<file path="src/rtl/vram_line_prefetch.sv">
// vram_line_prefetch: fetches a run of consecutive 32-bit VRAM words into a
// small FIFO and streams them to a line renderer over valid/ready.
// Only one VRAM request is ever outstanding. A new request is issued only
// while the FIFO still has room for the returning word.
module vram_line_prefetch #(
  parameter int FIFO_DEPTH = 8,
  parameter int CNT_W      = 9
) (
  input  logic             clk,
  input  logic             reset,
  input  logic             start,
  input  logic [14:0]      base_addr,
  input  logic [CNT_W-1:0] word_count,
  output logic             busy,
  output logic             done,
  output logic             vram_strobe,
  output logic [14:0]      vram_addr,
  input  logic             vram_ack,
  input  logic [31:0]      vram_rddata,
  output logic             out_valid,
  output logic [31:0]      out_data,
  input  logic             out_ready
);

  localparam int PW = (FIFO_DEPTH > 1) ? $clog2(FIFO_DEPTH) : 1;
  localparam logic [PW:0] FULL_CNT = (PW+1)'(FIFO_DEPTH);

  typedef enum logic [1:0] {IDLE, REQ, WAIT_SPACE, FINISH} state_t;

  state_t           state_reg;
  logic [14:0]      addr_reg;
  logic [CNT_W-1:0] remaining_reg;
  logic             zero_run_reg;

  logic [31:0]      mem [FIFO_DEPTH];
  logic [PW-1:0]    wr_ptr_reg;
  logic [PW-1:0]    rd_ptr_reg;
  logic [PW:0]      count_reg;

  logic             push;
  logic             pop;
  logic             last_word;
  logic             fifo_full;
  logic [PW:0]      count_next;

  // An ack only counts while a request is actually outstanding; late or stray
  // acks in any other state (including just after reset) are dropped here.
  assign push       = (state_reg == REQ) && vram_ack;
  assign pop        = out_valid && out_ready;
  assign last_word  = (remaining_reg == CNT_W'(1));
  assign fifo_full  = (count_reg == FULL_CNT);
  assign count_next = count_reg + (PW+1)'(push) - (PW+1)'(pop);

  // Strobe drops in the ack cycle so the port never grants the same address twice
  assign vram_strobe = (state_reg == REQ) && !vram_ack;
  assign vram_addr   = addr_reg;
  assign busy        = (state_reg != IDLE);
  // Normal runs flag done on the last ack; empty runs flag it in FINISH
  assign done        = (push && last_word) || ((state_reg == FINISH) && zero_run_reg);

  assign out_valid   = (count_reg != '0);
  assign out_data    = out_valid ? mem[rd_ptr_reg] : '0;

  // Fetch sequencer: latches the run, issues requests, throttles on FIFO space
  always_ff @(posedge clk) begin
    if (reset) begin
      state_reg     <= IDLE;
      addr_reg      <= '0;
      remaining_reg <= '0;
      zero_run_reg  <= 1'b0;
    end else begin
      case (state_reg)
        IDLE: begin
          if (start) begin
            addr_reg      <= base_addr;
            remaining_reg <= word_count;
            zero_run_reg  <= (word_count == '0);
            if (word_count == '0)
              state_reg <= FINISH;
            else if (fifo_full)
              state_reg <= WAIT_SPACE;
            else
              state_reg <= REQ;
          end
        end
        REQ: begin
          if (vram_ack) begin
            addr_reg      <= addr_reg + 15'd1;
            remaining_reg <= remaining_reg - CNT_W'(1);
            if (last_word)
              state_reg <= FINISH;
            else if (count_next == FULL_CNT)
              state_reg <= WAIT_SPACE;
          end
        end
        WAIT_SPACE: begin
          if (!fifo_full)
            state_reg <= REQ;
        end
        FINISH: begin
          zero_run_reg <= 1'b0;
          state_reg    <= IDLE;
        end
        default: state_reg <= IDLE;
      endcase
    end
  end

  // FIFO storage: plain write port, head read through out_data
  always_ff @(posedge clk) begin
    if (push)
      mem[wr_ptr_reg] <= vram_rddata;
  end

  // FIFO pointers and occupancy; pointers wrap naturally since depth is a power of 2
  always_ff @(posedge clk) begin
    if (reset) begin
      wr_ptr_reg <= '0;
      rd_ptr_reg <= '0;
      count_reg  <= '0;
    end else begin
      if (push)
        wr_ptr_reg <= wr_ptr_reg + PW'(1);
      if (pop)
        rd_ptr_reg <= rd_ptr_reg + PW'(1);
      count_reg <= count_next;
    end
  end

  // Overflow guard: the space check must keep pushes away from a full FIFO
  always_ff @(posedge clk) begin
    if (!reset)
      assert (!(push && fifo_full));
  end

endmodule

</file>
<file path="config.mk">
export PLATFORM = sky130hd
export DESIGN_NAME = vram_line_prefetch
export DESIGN_NICKNAME = d
export VERILOG_FILES = /design/src/rtl/vram_line_prefetch.sv
export SDC_FILE = /design/constraint.sdc
export NUM_CORES = 1
export LEC_CHECK = 0
export BUFFER_PORTS_ARGS = -buffer_cell sky130_fd_sc_hd__buf_4
export CAP_MARGIN = 0
export CELL_PAD_IN_SITES_DETAIL_PLACEMENT = 1
export CELL_PAD_IN_SITES_GLOBAL_PLACEMENT = 2
export CORE_ASPECT_RATIO = 1.4
export CORE_MARGIN = 2
export CORE_UTILIZATION = 38
export CTS_CLUSTER_DIAMETER = 80
export DETAILED_ROUTE_END_ITERATION = 7
export PLACE_DENSITY = 0.81
export SLEW_MARGIN = 25
export SYNTH_ARGS = -nofsm -noshare
export SYNTH_HDL_FRONTEND = slang
export SYNTH_SLANG_ARGS = --single-unit
export TNS_END_PERCENT = 1
</file>
<file path="constraint.sdc">
create_clock -name clk -period 6.3 [get_ports clk]
set_clock_uncertainty 0.05 [all_clocks]
set_input_delay 1.26 -clock clk [delete_from_list [all_inputs] [get_ports clk]]
set_output_delay 1.26 -clock clk [all_outputs]
set_load 0.05 [all_outputs]
</file>
==> metrics.cfg <==
[status]
run_status=finished clean

[yosys]
synth_top_area_share_pct=63.71
synth_seq_cells=296
synth_ff_type=edfxtp_1
ys_top_cells_by_area=edfxtp_1, mux4_2, dfxtp_1
synthSimpleGateAreaFrac_pct=6.523
syn_nets=789
synth_top_family_by_area=multiplexers
synth-edff-count=256
async_reset_ff_share_pct=0
synth_area_per_cell_um2=16.83
yosysWarnings=0
synth_compound_area_share_pct=4.594
synthAdderAreaFrac_pct=1.203
synth_seq_area_share_pct=70.35
synthCells=717
synth-xor-area-share_pct=0.4355
synth.area.mux_share_pct=15.03
yosysTopAreaCell=edfxtp_1
yosysUniqueCellTypes=57
syn_area_mm2=0.01207

[global_routing]
grt_pass1_vias=7500
grtUsageTotal_pct=16.72
grt_pass1_wl_um=43050
overflow=0
grt_max_degree=48
antenna_found_initial=2

[setup_path]
ff2ff_path_depth=14
end_kind=primary output
arrival_ps=2660
regToRegSetupSlack_ps=2670
r2r-end=state_reg[0]
critPathKind=reg -> out
cp_max_fo=43
crit_path_start_kind=flip-flop
cp.required_ps=4990
crit_end=out_data[8]
r2r-start=count_reg[1]

[finish]
nets=905
drive_above_1_share_pct=29.74
final-seq-area_mm2=0.008497
fill_cells=3083
layout_common_cells=edfxtp_1, buf_4, nor2_1
multiInputGateArea_mm2=0.003415
largest_reg_flops=256
final_common_cell=edfxtp_1
area_delta_synth_final_pct=19.26

[detailed_routing]
first_pass_iters=4
wirelength_um=27480
wl_per_cell_um=21.99
dr.first_iter.drc_count=270
drc_errors=0
antenna_left=0
via_count=6764
vias_per_cell=5.411

[floorplan]
rows=77
fp.dieArea_mm2=0.03321
num_io_pins=112
die_height_um=214.8
die_w_um=154.6
core_mm2=0.03141
start_util_pct=38.42

[sta]
rsz0062_at_grt=no
hold_violations=0
slew_violations=0
setup_tns_ps=0
finalCriticalPeriod_ps=3966
finalSetupViolations=0
relSlewSlack_pct=39.93
worst_slew_pin_slew_ps=901.1
period_share_pct=62.95
fmax_mhz=252.2

[min_path]
min_path_type=reg -> reg

[clock_tree]
cts_sinks=296
cts_max_level=1
cts_resized=0
insertion_delay_ps=530
post-cts-setup-buffers=0
cts_tree=yes
clockRootBuffer=clkbuf_16
numCtsBuffers=28
postCtsHoldBufs=0
clkTransAtPathRegs_ps=70
cts_buffer_depth=3

[power_and_ir_drop]
p_total_uw=6320
p_switching_uw=2260
p_seq_share_pct=38.0
p_int_uw=4060
cellLeakagePower_uw=0.004729
combinationalPowerShare_pct=34.5
netSwitchingFraction_pct=35.76
p_per_area_mw_per_mm2=439.2
p_clk_share_pct=27.5
ir_worst_vdd_uv=222.3

[run]
maxCapViolCount=0

[placed_design]
dp_hpwl_um=16850
numPortBuffers=111
gp_congestion=0.7476

==> synth_stat cells, types with 4 or more instances <==
cell type	count
a211oi_1	5
a21oi_1	31
a22oi_1	4
buf_1	5
buf_2	12
clkbuf_1	21
dfxtp_1	40
edfxtp_1	256
ha_1	10
inv_1	14
mux2i_1	36
mux4_2	64
nand2_1	27
nand2b_1	8
nand3_1	15
nor2_1	70
nor2b_1	4
nor3_1	8
nor4_1	6
nor4b_1	4
o21ai_0	18
xor2_1	4
==> per-layer routing <==
layer / global-route usage (%) / vias to the layer above / routed length [µm]
met5: 0 / - / 14
met4: 3.364 / 2 / 342
met3: 3.045 / 30 / 1389
met2: 31.67 / 162 / 15000
met1: 19.71 / 3497 / 10740
li1: - / 3073 / -
==> cell families (layout without fill, tap and decap cells) <==
| kind of cell | after synthesis | count (layout) |
|---|---|---|
| AO/OA/AOI/OAI | 88 | 88 |
| XOR/XNOR | 6 | 6 |
| adder cells (fa/ha/maj) | 11 | 11 |
| buffers and inverters | 54 | 191 |
| flip-flops | 296 | 296 |
| multiplexers | 101 | 101 |
| other | 0 | 1 |
| AND/OR/NAND/NOR | 161 | 161 |
==> power groups by stage <==
stage          combinational (µW)  clock (µW)  sequential, µW
2_1_floorplan                1560           0            2440
3_3_place_gp                 2110           0            2490
3_5_place_dp                 2140           0            2500
4_1_cts                      2150        1780            2460
5_1_grt                      2350        1850            2420
6_report                     2180        1740            2400
==> metrics by stage <==
stage / hold slack, ps / area, µm² / utilization [%] / setup slack, ps / instances
after floorplan: 412.2 / 12070 / - / 1069 / 717
after global placement: 424.1 / 13380 / 42.61 / 2411 / 1197
after detailed placement: 435.8 / 13400 / 42.65 / 2365 / 1197
after CTS: 444.7 / 14360 / 45.72 / 1749 / 1248
after global routing: 477.2 / 14390 / 45.81 / 2189 / 1249
final: 445.0 / 14390 / 45.81 / 2334 / 1250
==> worst min-delay path by stage <==
stage	startpoint	to	slack [ps]	cells past startpoint
floorplan	rd_ptr_reg[1]	flip-flop	410	2
global placement	rd_ptr_reg[1]	rd_ptr_reg[1]	420	2
detailed placement	rd_ptr_reg[1]	rd_ptr_reg[1]	440	2
CTS	rd_ptr_reg[1]	rd_ptr_reg[1]	440	2
global route	rd_ptr_reg[1]	rd_ptr_reg[1]	480	2
finish	rd_ptr_reg[1]	rd_ptr_reg[1]	440	2
==> final cells by class <==
cell class | count | share of cell area (%)
Clock buffer | 32 | 5.122
Clock inverter | 19 | 1.565
Tap cell | 395 | 3.435
Multi-Input combinational cell | 367 | 23.73
Sequential cell | 296 | 59.05
Timing Repair Buffer | 126 | 6.713
Inverter | 14 | 0.3652
Antenna cell | 1 | 0.01739
==> critical path: stages (launching register included) <==
cell and delay (ps):
dfxtp_4 780, buf_4 430, mux4_2 370, mux2i_1 200
nor2_1 80, buf_4 230
No activity file was read; power rests on OpenSTA's default activity.
